<file path="src/rtl/sram2s_pkg.sv">
// Shared defaults, response tag type and index helper for the dual-port SRAM arbiter.
package sram2s_pkg;

    localparam int unsigned ADDR_W_DEF = 10;
    localparam int unsigned DATA_W_DEF = 32;
    localparam int unsigned ID_W       = 3;

    typedef struct packed {
        logic            rd;
        logic [ID_W-1:0] id;
    } tag_t;

    function automatic logic [ID_W-1:0] onehot2idx(input logic [7:0] oh);
        logic [ID_W-1:0] idx;
        idx = '0;
        for (int unsigned i = 0; i < 8; i++) begin
            if (oh[i]) idx = idx | ID_W'(i);
        end
        return idx;
    endfunction

endpackage

</file>
<file path="src/rtl/sram2s_arbiter_rr_pick.sv">
// Round-robin picker: first eligible requester at or after ptr, wrapping modulo N.
module rr_pick
    import sram2s_pkg::*;
#(
    parameter int unsigned N = 4,
    localparam int unsigned PTR_W = $clog2(N)
) (
    input  logic [N-1:0]     valid,
    input  logic [N-1:0]     mask,
    input  logic [PTR_W-1:0] ptr,
    output logic [N-1:0]     gnt_onehot,
    output logic [PTR_W-1:0] gnt_idx,
    output logic             any
);

    logic [N-1:0]     elig;
    logic [PTR_W-1:0] j;
    logic             found;

    always_comb begin
        elig       = valid & mask;
        gnt_onehot = '0;
        found      = 1'b0;
        j          = '0;
        for (int unsigned off = 0; off < N; off++) begin
            j = PTR_W'((32'(ptr) + off) % N);
            if (!found && elig[j]) begin
                found         = 1'b1;
                gnt_onehot[j] = 1'b1;
            end
        end
        any     = found;
        gnt_idx = PTR_W'(onehot2idx(8'(gnt_onehot)));
    end

endmodule

</file>
<file path="src/rtl/sram2s_arbiter.sv">
// Two-port round-robin arbiter in front of a dual-port SRAM with a fixed 2-edge read return path.
module sram2s_arbiter
    import sram2s_pkg::*;
#(
    parameter int unsigned NREQ   = 4,
    parameter int unsigned ADDR_W = ADDR_W_DEF,
    parameter int unsigned DATA_W = DATA_W_DEF
) (
    input  logic                     CLK,
    input  logic                     RST,
    input  logic [NREQ-1:0]          req_valid,
    output logic [NREQ-1:0]          req_ready,
    input  logic [NREQ-1:0]          req_we,
    input  logic [NREQ*ADDR_W-1:0]   req_addr,
    input  logic [NREQ*DATA_W-1:0]   req_wdata,
    output logic [NREQ-1:0]          rsp_valid,
    output logic [NREQ*DATA_W-1:0]   rsp_data,
    output logic                     sram_ce0,
    output logic [ADDR_W-1:0]        sram_a0,
    output logic [DATA_W-1:0]        sram_d0,
    output logic                     sram_we0,
    output logic [DATA_W-1:0]        sram_wem0,
    input  logic [DATA_W-1:0]        sram_q0,
    output logic                     sram_ce1,
    output logic [ADDR_W-1:0]        sram_a1,
    output logic [DATA_W-1:0]        sram_d1,
    output logic                     sram_we1,
    output logic [DATA_W-1:0]        sram_wem1,
    input  logic [DATA_W-1:0]        sram_q1
);

    localparam int unsigned PTR_W = $clog2(NREQ);

    logic [ADDR_W-1:0] addr_arr  [NREQ];
    logic [DATA_W-1:0] wdata_arr [NREQ];

    logic [PTR_W-1:0]  ptr0_q, ptr0_d, ptr1_q, ptr1_d;
    logic [ADDR_W-1:0] a0_q, a0_d, a1_q, a1_d;
    logic [DATA_W-1:0] d0_q, d0_d, d1_q, d1_d;
    tag_t              tag0_q, tag0_d, tag1_q, tag1_d;
    logic [NREQ-1:0]   rsp_valid_q, rsp_valid_d;
    logic [NREQ*DATA_W-1:0] rsp_data_q, rsp_data_d;

    logic [NREQ-1:0]   valid_eff, all_ones, mask1, oh0, oh1;
    logic [PTR_W-1:0]  idx0, idx1;
    logic              any0, any1, hazard, gnt0, gnt1;

    always_comb begin
        for (int unsigned i = 0; i < NREQ; i++) begin
            addr_arr[i]  = req_addr[i*ADDR_W +: ADDR_W];
            wdata_arr[i] = req_wdata[i*DATA_W +: DATA_W];
        end
    end

    // Nothing is granted while reset is held, so the SRAM sees no access.
    assign valid_eff = RST ? '0 : req_valid;
    assign all_ones  = '1;
    assign mask1     = ~oh0;

    rr_pick #(.N(NREQ)) u_pick0 (
        .valid      (valid_eff),
        .mask       (all_ones),
        .ptr        (ptr0_q),
        .gnt_onehot (oh0),
        .gnt_idx    (idx0),
        .any        (any0)
    );

    rr_pick #(.N(NREQ)) u_pick1 (
        .valid      (valid_eff),
        .mask       (mask1),
        .ptr        (ptr1_q),
        .gnt_onehot (oh1),
        .gnt_idx    (idx1),
        .any        (any1)
    );

    // Same-address pairs involving a write are serialised by dropping port1's pick.
    always_comb begin
        hazard    = any0 && any1 && (addr_arr[idx0] == addr_arr[idx1]) && (req_we[idx0] || req_we[idx1]);
        gnt0      = any0;
        gnt1      = any1 && !hazard;
        req_ready = oh0 | (gnt1 ? oh1 : '0);
    end

    always_comb begin
        sram_ce0  = gnt0;
        sram_we0  = gnt0 && req_we[idx0];
        sram_a0   = gnt0 ? addr_arr[idx0]  : a0_q;
        sram_d0   = gnt0 ? wdata_arr[idx0] : d0_q;
        sram_wem0 = '1;
        sram_ce1  = gnt1;
        sram_we1  = gnt1 && req_we[idx1];
        sram_a1   = gnt1 ? addr_arr[idx1]  : a1_q;
        sram_d1   = gnt1 ? wdata_arr[idx1] : d1_q;
        sram_wem1 = '1;
        a0_d      = sram_a0;
        d0_d      = sram_d0;
        a1_d      = sram_a1;
        d1_d      = sram_d1;
    end

    always_comb begin
        ptr0_d = ptr0_q;
        ptr1_d = ptr1_q;
        if (gnt0) ptr0_d = (idx0 == PTR_W'(NREQ-1)) ? '0 : idx0 + PTR_W'(1);
        if (gnt1) ptr1_d = (idx1 == PTR_W'(NREQ-1)) ? '0 : idx1 + PTR_W'(1);
        tag0_d.rd = gnt0 && !req_we[idx0];
        tag0_d.id = ID_W'(idx0);
        tag1_d.rd = gnt1 && !req_we[idx1];
        tag1_d.id = ID_W'(idx1);
    end

    always_comb begin
        rsp_valid_d = '0;
        rsp_data_d  = rsp_data_q;
        for (int unsigned i = 0; i < NREQ; i++) begin
            if (tag0_q.rd && tag0_q.id == ID_W'(i)) begin
                rsp_valid_d[i]                   = 1'b1;
                rsp_data_d[i*DATA_W +: DATA_W] = sram_q0;
            end
            if (tag1_q.rd && tag1_q.id == ID_W'(i)) begin
                rsp_valid_d[i]                   = 1'b1;
                rsp_data_d[i*DATA_W +: DATA_W] = sram_q1;
            end
        end
    end

    always_ff @(posedge CLK or posedge RST) begin
        if (RST) begin
            ptr0_q      <= '0;
            ptr1_q      <= '0;
            a0_q        <= '0;
            d0_q        <= '0;
            a1_q        <= '0;
            d1_q        <= '0;
            tag0_q      <= '0;
            tag1_q      <= '0;
            rsp_valid_q <= '0;
            rsp_data_q  <= '0;
        end else begin
            ptr0_q      <= ptr0_d;
            ptr1_q      <= ptr1_d;
            a0_q        <= a0_d;
            d0_q        <= d0_d;
            a1_q        <= a1_d;
            d1_q        <= d1_d;
            tag0_q      <= tag0_d;
            tag1_q      <= tag1_d;
            rsp_valid_q <= rsp_valid_d;
            rsp_data_q  <= rsp_data_d;
        end
    end

    assign rsp_valid = rsp_valid_q;
    assign rsp_data  = rsp_data_q;

endmodule

</file>
<file path="config.mk">
export PLATFORM = sky130hd
export DESIGN_NAME = sram2s_arbiter
export DESIGN_NICKNAME = d
export VERILOG_FILES = /design/src/rtl/sram2s_pkg.sv /design/src/rtl/sram2s_arbiter_rr_pick.sv /design/src/rtl/sram2s_arbiter.sv
export SDC_FILE = /design/constraint.sdc
export NUM_CORES = 1
export LEC_CHECK = 0
export ABC_AREA = 0
export CORE_AREA = 2 2 208 210
export DETAILED_ROUTE_END_ITERATION = 10
export DIE_AREA = 0 0 210 212
export HOLD_SLACK_MARGIN = 0.15
export SETUP_SLACK_MARGIN = 0.1
export SLEW_MARGIN = 20
export SYNTH_ARGS = -nofsm -noshare
export SYNTH_HDL_FRONTEND = slang
export SYNTH_HIERARCHICAL = 1
export SYNTH_SLANG_ARGS = --single-unit
</file>
<file path="constraint.sdc">
create_clock -name CLK -period 18.9 [get_ports CLK]
set_clock_uncertainty 0.2 [all_clocks]
set_input_delay 3.78 -clock CLK [delete_from_list [all_inputs] [get_ports CLK]]
set_output_delay 3.78 -clock CLK [all_outputs]
set_load 0.02 [all_outputs]
</file>
; ---- Word-level counts from Yosys, hierarchy flattened
; Cells that the tools add are included.
[classes]
add_sub_neg = 8
mul = 0
div_mod_pow = 0
order_cmp = 20
n_eq_ne = 9
shift = 0
mux = 94
bitwise_logic = 11
reduce_logical = 46
[ops]
columns = op, n
row1 = 32-bit 2-to-1 mux, 14
row2 = 32-bit binary-select mux with 2-bit select, 2
row3 = 10-bit 2-to-1 mux, 6
row4 = 10-bit binary-select mux with 2-bit select, 2
row5 = 4-bit 2-to-1 mux, 10
row6 = 1-bit 2-to-1 mux, 36
row7 = 1-bit logical AND, 30
row8 = "2-bit by 3-bit < comparator with 1-bit output, second input constant", 10
row9 = 4-bit bitwise OR, 7
row10 = 1-bit binary-select mux with 2-bit select, 10
row11 = 1-bit demux with 2-bit select, 8
row12 = "2-bit by 1-bit >= comparator with 1-bit output, second input constant", 8
row13 = "2-bit == test, second input constant", 6
row14 = 2-bit 2-to-1 mux, 6
row15 = 10-bit == test, 1
row16 = 1-bit zero test, 9
row17 = "2-bit by 1-bit adder with 2-bit output, second input constant", 4
row18 = "2-bit adder, second input constant", 4
row19 = 2-bit nonzero test, 4
row20 = "3-bit >= comparator, second input constant", 2
row21 = 3-bit zero test, 2
row22 = 2-bit NOT with 3-bit output, 2
row23 = 4-bit AND, 1
row24 = "2-bit by 1-bit == test with 1-bit output, second input constant", 2
row25 = other kinds (2), 2
[word_totals]
regBits = 226
latchBits = 0
ram_bits = 0
rom_bits = 0
input_bits = 242
out_inout_bits = 288
wordCells = 203
mem_count = 0

; ---- Logic depth before layout (Yosys ltp)
; Gate-level depths: netlist (run 1).
[logic_depth]
ltp_word = 41
depth_mapped = 20
ltp_nobuf = 17

; ---- Cells and area by module
; Netlist (run 1), hierarchy kept.
[modules_own_cells]
columns = mod, n_inst, cells_each, area_each_um2, seq_area_each_um2
row1 = sram2s_arbiter, 1, 976, 12315.6, 5655.4
row2 = rr_pick (u_pick1), 1, 62, 499.2, 0.0
row3 = rr_pick (u_pick0), 1, 53, 493.0, 0.0

; ---- Least setup slack after synthesis (run 1)
; Ideal clock, no wire load.
[synth_path]
kind = input-to-output
from = input req_valid[2]
to = output sram_d1[29]
t_arrival_ps = 9043
setup_slack_ps = 5877
cell_stages = 20
cell_sequence = nor2b_1 > and2_4 > nand2_1 > mux4_1 > nor2_2 > a221o_1 > inv_1 > and2_4 > or4_1 > a31oi_2 > nor2_1 > o2111ai_1 > buf_6 > buf_1 > mux4_2 > xnor2_1 > nand3_1 > o31ai_4 > buf_6 > mux2_1
[synth_via]
elab_chain_cells = 40
[synth_lines]
columns = element, line
row1 = from (decl), sram2s_arbiter.sv:11  ; input logic [NREQ-1:0] req_valid,
row2 = 4-bit 2-to-1 mux (*), sram2s_arbiter.sv:56  ; assign valid_eff = RST ? '0 : req_valid;
row3 = 1-bit binary-select mux with 2-bit select, sram2s_arbiter_rr_pick.sv:27  ; if (!found && elig[j]) begin
row4 = 1-bit 2-to-1 mux (implied by the code), sram2s_arbiter_rr_pick.sv:27
row5 = 1-bit 2-to-1 mux, sram2s_arbiter_rr_pick.sv:27
row6 = 1-bit zero test, sram2s_arbiter_rr_pick.sv:27
row7 = 1-bit logical AND, sram2s_arbiter_rr_pick.sv:27
row8 = 1-bit 2-to-1 mux, sram2s_arbiter_rr_pick.sv:27
row9 = 1-bit zero test, sram2s_arbiter_rr_pick.sv:27
row10 = (+5 left out), n/a
row11 = net oh0[2], sram2s_arbiter.sv:44  ; logic [NREQ-1:0] valid_eff, all_ones, mask1, oh0, oh1;
row12 = (+1 left out), n/a
row13 = net mask1[2], sram2s_arbiter.sv:44
row14 = (+16 left out), n/a
row15 = net idx1[0], sram2s_arbiter.sv:45  ; logic [PTR_W-1:0] idx0, idx1;
row16 = 2-bit NOT with 3-bit output (implied by the code), "sram2s_arbiter.sv:80, sram2s_arbiter.sv:95"
row17 = 10-bit binary-select mux with 2-bit select, sram2s_arbiter.sv:80  ; hazard = any0 && any1 && (addr_arr[idx0] == addr_arr[idx1]) && (req_we[idx0] || req_we[idx1]);
row18 = 10-bit 2-to-1 mux (implied by the code) (2 in a row), sram2s_arbiter.sv:80
row19 = 10-bit == test, sram2s_arbiter.sv:80
row20 = 1-bit logical AND (2 in a row), sram2s_arbiter.sv:80
row21 = 1-bit zero test, sram2s_arbiter.sv:82  ; gnt1 = any1 && !hazard;
row22 = 1-bit logical AND, sram2s_arbiter.sv:82
row23 = 32-bit 2-to-1 mux (*), sram2s_arbiter.sv:95  ; sram_d1 = gnt1 ? wdata_arr[idx1] : d1_q;
row24 = to (decl), sram2s_arbiter.sv:26  ; output logic [DATA_W-1:0] sram_d1,
; Mark *: on every way through the listed nets, which the timed path passes. The rest lies on a longest branch. The select of a mux whose other input is x is not followed.

; ---- Worst setup path in the final report (run 1)
[layout_path]
from = input RST
to = output sram_d1[30]
[layout_via]
elab_chain_cells = 40
[layout_lines]
columns = element, line
row1 = from (decl), sram2s_arbiter.sv:10  ; input logic RST,
row2 = 4-bit 2-to-1 mux (*), sram2s_arbiter.sv:56
row3 = net valid_eff[2], sram2s_arbiter.sv:44
row4 = 1-bit binary-select mux with 2-bit select, sram2s_arbiter_rr_pick.sv:27
row5 = 1-bit 2-to-1 mux (implied by the code), sram2s_arbiter_rr_pick.sv:27
row6 = 1-bit 2-to-1 mux, sram2s_arbiter_rr_pick.sv:27
row7 = 1-bit zero test, sram2s_arbiter_rr_pick.sv:27
row8 = 1-bit logical AND, sram2s_arbiter_rr_pick.sv:27
row9 = 1-bit 2-to-1 mux, sram2s_arbiter_rr_pick.sv:27
row10 = (+6 left out), n/a
row11 = net oh0[2], sram2s_arbiter.sv:44
row12 = (+1 left out), n/a
row13 = net mask1[2], sram2s_arbiter.sv:44
row14 = (+16 left out), n/a
row15 = net idx1[0], sram2s_arbiter.sv:45
row16 = 2-bit NOT with 3-bit output (implied by the code), "sram2s_arbiter.sv:80, sram2s_arbiter.sv:95"
row17 = 10-bit binary-select mux with 2-bit select, sram2s_arbiter.sv:80
row18 = 10-bit 2-to-1 mux (implied by the code) (2 in a row), sram2s_arbiter.sv:80
row19 = 10-bit == test, sram2s_arbiter.sv:80
row20 = 1-bit logical AND (2 in a row), sram2s_arbiter.sv:80
row21 = 1-bit zero test, sram2s_arbiter.sv:82
row22 = 1-bit logical AND, sram2s_arbiter.sv:82
row23 = 32-bit 2-to-1 mux (*), sram2s_arbiter.sv:95
; Marked as above.

==> results of run 1 <==
## worst max-delay path by stage
stage / startpoint / to / cells after the start
after floorplan: req_valid[2] / sram_d1[29] / 20
after global placement: RST / sram_d1[30] / 21
after detailed placement: RST / sram_d1[30] / 21
after CTS: RST / sram_d1[30] / 21
after global routing: RST / sram_d1[30] / 21
final: RST / sram_d1[30] / 21
## report_power, final
part           leakage, nW  switching (mW)  internal [mW]
Combinational         4.97            1.25           1.20
Clock                0.481           0.223          0.350
Sequential            2.70           0.123          0.735
Total                 8.15            1.60           2.28
## placed cells by master (no fill, tap or decap), types with 3 or more instances in the layout
master / netlist / final
mux4_2: 86 / 86
xor2_1: 3 / 3
mux4_1: 7 / 7
nor2b_1: 6 / 6
a221o_1: 7 / 4
mux2_1: 3 / 3
nand4_1: 6 / 6
a22o_1: 5 / 5
buf_4: 64 / 17
mux2_2: 45 / 45
and2_1: 4 / 4
dfrtp_1: 226 / 226
conb_1: 1 / 72
mux2i_1: 130 / 130
and2_4: 5 / 5
clkbuf_16: 0 / 29
clkbuf_8: 0 / 4
clkinvlp_4: 0 / 3
or2_2: 6 / 6
clkinv_2: 0 / 7
or3_1: 3 / 3
xnor2_1: 7 / 7
o21ai_0: 144 / 144
clkdlybuf4s50_1: 0 / 465
mux2_4: 40 / 40
ha_1: 16 / 16
nor2_1: 11 / 9
inv_1: 17 / 16
nand3_1: 7 / 5
nand2_1: 145 / 145
bufinv_16: 0 / 4
## registers in the layout, indices dropped and copies added, names as in the netlist
| signal | cells |
|---|---|
| rsp_data | 128 |
| d0_q | 32 |
| d1_q | 32 |
| a0_q | 10 |
| a1_q | 10 |
| rsp_valid | 4 |
| tag0_q | 3 |
| tag1_q | 3 |
| ptr0_q | 2 |
| ptr1_q | 2 |
## cell type report
| cell class | count | area (um2) | share of cell area (%) |
|---|---|---|---|
| clock buffer | 35 | 788 | 4.09 |
| inverter | 17 | 71.3 | 0.370 |
| tap | 546 | 683 | 3.54 |
| timing repair buffer | 482 | 4780 | 24.8 |
| sequential | 226 | 5660 | 29.3 |
| clock inverter | 16 | 195 | 1.01 |
| multi-input combinational | 783 | 7100 | 36.8 |
## per-stage QoR
step	power, mW	area (um2)	instances	setup slack, ns	hold WS, ns
final	3.88	19300	2105	3.67	0.289
after global routing	4.10	19300	2105	3.18	0.302
after CTS	3.94	19300	2105	3.57	0.294
after detailed placement	3.35	18300	2054	3.61	0.279
after global placement	3.33	18300	2054	3.65	0.274
after floorplan	2.33	13600	1162	5.88	0.294
## routing by layer
| metal | vias to the layer above | wire length [um] |
|---|---|---|
| li1 | 4758 | - |
| met2 | 399 | 23000 |
| met5 | - | 0 |
| met4 | 0 | 1390 |
| met3 | 65 | 3690 |
| met1 | 5132 | 18300 |
## kinds of logic (layout without fill, tap and decap cells)
| family | count (synthesis) | count (layout) | synth area share, % |
|---|---|---|---|
| multiplexers | 311 | 311 | 34.3 |
| flip-flops | 226 | 226 | 42.5 |
| AND/OR/NAND/NOR | 206 | 206 | 6.87 |
| AO/OA/AOI/OAI | 168 | 168 | 7.47 |
| buffers and inverters | 153 | 550 | 6.68 |
| adder cells (fa/ha/maj) | 16 | 16 | 1.50 |
| XOR/XNOR | 10 | 10 | 0.658 |
| other | 1 | 72 | 0.0282 |
==> metrics.txt, run 1 <==
# TYPE chip_impl_metric gauge
chip_impl_metric{name="drt_wl_total",unit="mm"} 46.4
chip_impl_info{name="reg2reg_from",value="ptr0_q[0]"} 1
chip_impl_metric{name="number_of_filler_cells_placed_in_the_layout",unit=""} 3924
chip_impl_metric{name="grt_antenna_before_repair",unit=""} 0
chip_impl_metric{name="timing.final.crit_share",unit="%"} 80.6
chip_impl_metric{name="worst-path-buf-inv",unit=""} 5
chip_impl_metric{name="final_layout_size_suffix_gt1_share",unit="%"} 17.3
chip_impl_metric{name="postSynthRegisterBits",unit=""} 226
chip_impl_metric{name="post_synthesis_sequential_area_ratio",unit="%"} 42.5
chip_impl_metric{name="drc",unit=""} 0
chip_impl_metric{name="dp_hpwl",unit="mm"} 34.2
chip_impl_metric{name="hold_buffers",unit=""} 0
chip_impl_metric{name="fp.coreArea",unit="um2"} 42500
chip_impl_metric{name="detailedRoute.firstIterationViolations",unit=""} 469
chip_impl_metric{name="chipWidth",unit="um"} 210
chip_impl_metric{name="final_max_slew_violation_count",unit=""} 0
chip_impl_metric{name="worstPathArrival",unit="ns"} 11.25
chip_impl_info{name="yosys.area.top_type",value="dfrtp_1"} 1
chip_impl_metric{name="postCtsSetupBuffers",unit=""} 0
chip_impl_info{name="synth.cells.most_frequent",value="dfrtp_1, nand2_1, o21ai_0"} 1
chip_impl_metric{name="rrSetupSlack",unit="ns"} 11.41
chip_impl_metric{name="route.detailed.vias_per_inst",unit=""} 4.92
chip_impl_info{name="critical_path.slowest_cell",value="o2111ai_4"} 1
chip_impl_metric{name="clkLatencyLatePin",unit="ns"} 0.55
chip_impl_metric{name="reg2reg_depth",unit=""} 19
chip_impl_metric{name="tightestPinTransition",unit="ns"} 0.866
chip_impl_metric{name="slew-limit-headroom",unit="%"} 42.3
chip_impl_metric{name="synth-edff-count",unit=""} 0
chip_impl_metric{name="hold_depth",unit=""} 1
chip_impl_metric{name="yosys_warnings",unit=""} 6
chip_impl_info{name="critical_path_class",value="input port to primary output"} 1
chip_impl_metric{name="finalSetupViolCount",unit=""} 0
chip_impl_metric{name="global_routing_usage_summed_across_all_routing_layers",unit="%"} 20.4
chip_impl_metric{name="mean_instance_size_in_the_synthesized_netlist",unit="um2"} 12.2
chip_impl_metric{name="effective_utilization_at_floorplan",unit="%"} 31.3
chip_impl_metric{name="grt_max_degree",unit=""} 103
chip_impl_metric{name="ctsHtreeMaxLevel",unit=""} 1
chip_impl_metric{name="hold_viol_final",unit=""} 0
chip_impl_metric{name="via_count",unit=""} 10400
chip_impl_info{name="critical_path.cell_chain",value="clkdlybuf4s50_1, nor2b_1, and2_4, nand2_1, mux4_1, nor2_2, a221o_1, inv_1, and2_4, or4_1, a31oi_2, nor2_1, o2111ai_4, buf_4, mux4_2, xnor2_1, nand4_1, o31ai_4, buf_4, mux2_1, clkdlybuf4s50_1"} 1
chip_impl_info{name="synth_flop_cell",value="dfrtp_1"} 1
chip_impl_metric{name="syn_inst",unit=""} 1091
chip_impl_metric{name="full_die_area",unit="um2"} 44500
chip_impl_metric{name="synthToLayoutAreaGrowth",unit="%"} 44.8
chip_impl_metric{name="drt_pass1_iterations",unit=""} 5
chip_impl_info{name="cts_root_buf",value="clkbuf_16"} 1
chip_impl_info{name="startpoint_type",value="input port"} 1
chip_impl_metric{name="fin_tns_setup",unit="ns"} 0
chip_impl_info{name="status",value="finished clean"} 1
chip_impl_metric{name="first_global_vias",unit=""} 10800
chip_impl_metric{name="synth_top_area_share",unit="%"} 42.5
chip_impl_metric{name="placement_rows",unit=""} 76
chip_impl_metric{name="vdd_ir_drop_max",unit="V"} 0.000145
chip_impl_info{name="routing_layer_with_the_top_usage_in_global_route",value="met2"} 1
chip_impl_info{name="end_kind",value="primary output"} 1
chip_impl_metric{name="distinct_cells_synth",unit=""} 48
chip_impl_metric{name="slowest_delay",unit="ns"} 0.66
chip_impl_metric{name="synthesis.area",unit="um2"} 13300
chip_impl_info{name="hold_end",value="d1_q[16]"} 1
chip_impl_metric{name="final_util",unit="%"} 45.3
chip_impl_metric{name="final.min_clock_period",unit="ns"} 15.23
chip_impl_metric{name="required",unit="ns"} 14.92
chip_impl_metric{name="post_drt_wl_per_cell",unit="um"} 22.1
chip_impl_metric{name="grt.met2_usage",unit="%"} 35.9
chip_impl_metric{name="worstPathMaxFanout",unit=""} 32
chip_impl_metric{name="grt_first_pass_wirelength",unit="mm"} 68.7
chip_impl_metric{name="clk_pin_slew_worst_paths",unit="ns"} 0.05
chip_impl_info{name="critPathTopFamily",value="buffers and inverters"} 1
chip_impl_metric{name="achievable-frequency",unit="GHz"} 0.0657
chip_impl_info{name="timing.hold.worst.class",value="register to register"} 1
chip_impl_metric{name="clkSinkCount",unit=""} 226
chip_impl_metric{name="p_leak",unit="nW"} 8.15
chip_impl_metric{name="ctsResizeCount",unit=""} 0
chip_impl_info{name="regToRegEndpoint",value="d1_q[30]"} 1
chip_impl_info{name="grt_setup_unrepaired",value="false"} 1
chip_impl_metric{name="postSynth.asyncResetShare",unit="%"} 100
chip_impl_metric{name="replace_congestion",unit=""} 0.882
chip_impl_metric{name="total_gr_overflow",unit=""} 0
chip_impl_info{name="synth.most_common_cell",value="dfrtp_1"} 1
chip_impl_metric{name="io_count",unit=""} 530
chip_impl_metric{name="max_cap_violations",unit=""} 0
chip_impl_info{name="clock_tree_from_tritoncts",value="yes"} 1
chip_impl_metric{name="global_route.usage.met1",unit="%"} 24.0
chip_impl_metric{name="power_density",unit="nW/um2"} 201
chip_impl_info{name="yosys-top-cells-area",value="dfrtp_1, mux4_2, mux2i_1"} 1
chip_impl_metric{name="postRouteAntennaNets",unit=""} 0
chip_impl_metric{name="die_y",unit="um"} 212
chip_impl_info{name="worstHoldStart",value="d1_q[16]"} 1
chip_impl_metric{name="met3_usage",unit="%"} 5.83
chip_impl_metric{name="port_buffers",unit=""} 465
chip_impl_metric{name="ctsLongestPathBuffers",unit=""} 3
chip_impl_metric{name="antenna_diode_count",unit=""} 0
chip_impl_metric{name="tritoncts.num_buffers",unit=""} 28
chip_impl_metric{name="fin_nets",unit=""} 1796
No activity file was read; power rests on OpenSTA's default activity.
==> run 2: changes to the inputs <==
- CORE_AREA: 2 2 208 210 -> 2 2 209 211
- DIE_AREA: 0 0 210 212 -> 0 0 211 213
- clock period: 18.9 -> 12.5 ns (I/O delays scaled with it)
==> run 2 against run 1 <==
  * Die area grew 0.95%
  * Highest routed layer is now met5
  * Count of clock-buffer cells in the layout grew 6
  * Critical path depth shrank 1
==> metrics.txt, run 2 (synthesis gave the netlist of run 1 again) <==
# TYPE chip_impl_metric gauge
chip_impl_info{name="status",value="finished clean"} 1
chip_impl_metric{name="achievable-frequency",unit="GHz"} 0.0833
chip_impl_metric{name="global_routing_usage_summed_across_all_routing_layers",unit="%"} 20.2
chip_impl_info{name="cts_root_buf",value="clkbuf_16"} 1
chip_impl_metric{name="port_buffers",unit=""} 465
chip_impl_metric{name="synthToLayoutAreaGrowth",unit="%"} 44.3
chip_impl_metric{name="grt_first_pass_wirelength",unit="mm"} 68.5
chip_impl_metric{name="largest_register_ffs",unit=""} 128
chip_impl_metric{name="timing.final.crit_share",unit="%"} 96.0
chip_impl_info{name="critical_path_class",value="input port to primary output"} 1
chip_impl_metric{name="clkSinkCount",unit=""} 226
chip_impl_metric{name="power_density",unit="nW/um2"} 301
chip_impl_info{name="clock_tree_from_tritoncts",value="yes"} 1
chip_impl_metric{name="p_leak",unit="nW"} 8.12
chip_impl_metric{name="slew-limit-headroom",unit="%"} 38.7
chip_impl_metric{name="tightestPinTransition",unit="ns"} 0.920
chip_impl_info{name="timing.hold.worst.class",value="register to register"} 1
chip_impl_metric{name="fin_nets",unit=""} 1801
chip_impl_metric{name="seq_area",unit="um2"} 5660
chip_impl_metric{name="worstPathMaxFanout",unit=""} 30
chip_impl_metric{name="grt_max_degree",unit=""} 103
chip_impl_metric{name="total_gr_overflow",unit=""} 0
chip_impl_info{name="critical_path.slowest_cell",value="mux4_2"} 1
chip_impl_metric{name="max_cap_violations",unit=""} 0
chip_impl_info{name="critical_path.cell_chain",value="clkdlybuf4s50_1, nor2b_1, and2_4, nand2_1, mux4_1, nor2_2, a221o_1, inv_1, and2_4, or4_1, a31oi_2, nor2_1, o2111ai_4, mux4_2, xor2_1, or4_4, o31ai_4, buf_12, mux2_1, clkdlybuf4s50_1"} 1
chip_impl_metric{name="fp.coreArea",unit="um2"} 42700
chip_impl_metric{name="placement_rows",unit=""} 76
chip_impl_metric{name="finalSetupViolCount",unit=""} 0
chip_impl_metric{name="full_die_area",unit="um2"} 44900
chip_impl_metric{name="route.detailed.vias_per_inst",unit=""} 4.96
chip_impl_metric{name="ctsHtreeMaxLevel",unit=""} 1
chip_impl_info{name="most_common_library_cell_in_the_layout_ignoring_fill_and_taps",value="clkdlybuf4s50_1"} 1
chip_impl_metric{name="drt_wl_total",unit="mm"} 46.7
chip_impl_metric{name="drc",unit=""} 0
chip_impl_metric{name="dp_hpwl",unit="mm"} 34.5
chip_impl_metric{name="post_drt_wl_per_cell",unit="um"} 22.2
chip_impl_metric{name="clk_pin_slew_worst_paths",unit="ns"} 0.06
chip_impl_info{name="grt_setup_unrepaired",value="false"} 1
chip_impl_metric{name="postRouteAntennaNets",unit=""} 0
chip_impl_metric{name="final_layout_size_suffix_gt1_share",unit="%"} 16.8
chip_impl_metric{name="fin_tns_setup",unit="ns"} 0
chip_impl_info{name="end_kind",value="primary output"} 1
chip_impl_metric{name="slowest_delay",unit="ns"} 0.60
chip_impl_metric{name="multi_input_combinational_cell_area",unit="um2"} 7100
chip_impl_info{name="final_cell_mix",value="clkdlybuf4s50_1, dfrtp_1, nand2_1"} 1
chip_impl_metric{name="effective_utilization_at_floorplan",unit="%"} 31.2
chip_impl_metric{name="vdd_ir_drop_max",unit="V"} 0.000297
chip_impl_metric{name="replace_congestion",unit=""} 0.859
chip_impl_metric{name="required",unit="ns"} 9.80
chip_impl_metric{name="die_y",unit="um"} 213
chip_impl_metric{name="drt_pass1_iterations",unit=""} 5
chip_impl_metric{name="first_global_vias",unit=""} 10800
chip_impl_metric{name="detailedRoute.firstIterationViolations",unit=""} 403
chip_impl_metric{name="final.hold.worst_slack",unit="ns"} 0.292
chip_impl_metric{name="tritoncts.num_buffers",unit=""} 27
chip_impl_metric{name="grt_antenna_before_repair",unit=""} 4
chip_impl_info{name="startpoint_type",value="input port"} 1
chip_impl_metric{name="io_count",unit=""} 530
chip_impl_metric{name="number_of_filler_cells_placed_in_the_layout",unit=""} 3945
chip_impl_metric{name="final.min_clock_period",unit="ns"} 12.00
chip_impl_metric{name="chipWidth",unit="um"} 211
chip_impl_metric{name="clkLatencyLatePin",unit="ns"} 0.55
chip_impl_metric{name="hold_buffers",unit=""} 0
chip_impl_metric{name="final_max_slew_violation_count",unit=""} 0
chip_impl_metric{name="via_count",unit=""} 10400
chip_impl_metric{name="ctsLongestPathBuffers",unit=""} 3
chip_impl_metric{name="worstPathArrival",unit="ns"} 9.30
chip_impl_metric{name="hold_viol_final",unit=""} 0
[run 2: cell types whose count changed in the layout (fill, tap and decap cells not counted)]
| cell | previous run | this run |
|---|---|---|
| buf_12 | 0 | 2 |
| buf_4 | 17 | 20 |
| buf_6 | 0 | 1 |
| bufinv_16 | 4 | 1 |
| clkbuf_1 | 2 | 8 |
| clkbuf_16 | 29 | 27 |
| clkbuf_8 | 4 | 6 |
| clkinv_2 | 7 | 1 |
| clkinv_4 | 1 | 0 |
| clkinvlp_4 | 3 | 0 |
| diode_2 | 0 | 1 |
[run 2: final cells by class]
cell class	count	area share (%)
inverter	17	0.372
timing repair buffer	488	25.3
clock buffer	41	4.11
multi-input combinational	783	37.0
antenna	1	0.0130
sequential	226	29.5
tap	546	3.56
clock inverter	3	0.228
[run 2: what timing repair did]
action / CTS / global route
endpoints found under the setup margin: 0 / 22
resized for setup: 0 / 1
buffers inserted: 0 / 2
[run 2: path summary, 6_finish.rpt]
path / startpoint / end / slack (ns) / cells past startpoint
max: RST / sram_d1[30] / 0.50 / 20
min: d1_q[9] / d1_q[9] / 0.29 / 1
max reg2reg: ptr0_q[0] / d1_q[30] / 5.76 / 18
min reg2reg: d1_q[9] / d1_q[9] / 0.29 / 1
max in group asynchronous: RST / d0_q[18] / 8.22 / 3
min in group asynchronous: RST / a1_q[1] / 2.41 / 2
[run 2: stage by stage]
stage	setup slack (ns)	cells	utilization [%]	instance area, um2	total power [mW]
after floorplan	2.04	1162	-	13600	3.52
after global placement	0.540	2058	43.0	18300	5.02
after detailed placement	0.417	2058	43.0	18300	5.06
after CTS	0.382	2102	44.9	19200	5.85
after global routing	0.145	2105	45.0	19200	6.11
final	0.498	2105	45.0	19200	5.79
[run 2: critical path: cells and delay by family]
| kind | cells | cell delay (ns) |
|---|---|---|
| and+or+nand+nor | 8 | 2.35 |
| xor gates and xnor gates | 1 | 0.23 |
| AOI/OAI and AO/OA | 4 | 1.25 |
| buffers and inverters | 4 | 1.44 |
| muxes | 3 | 1.47 |
[run 2: power breakdown]
group / switching (mW) / internal [mW]
Combinational: 1.89 / 1.84
Sequential: 0.182 / 1.11
Clock: 0.319 / 0.449
Total: 2.39 / 3.40
[run 2: per-layer routing]
layer	vias up	GRT usage [%]	wire, um
li1	4764	-	-
met4	4	6.58	1290
met1	5207	22.9	17500
met5	-	0	27
met2	411	36.0	23800
met3	62	6.38	4090
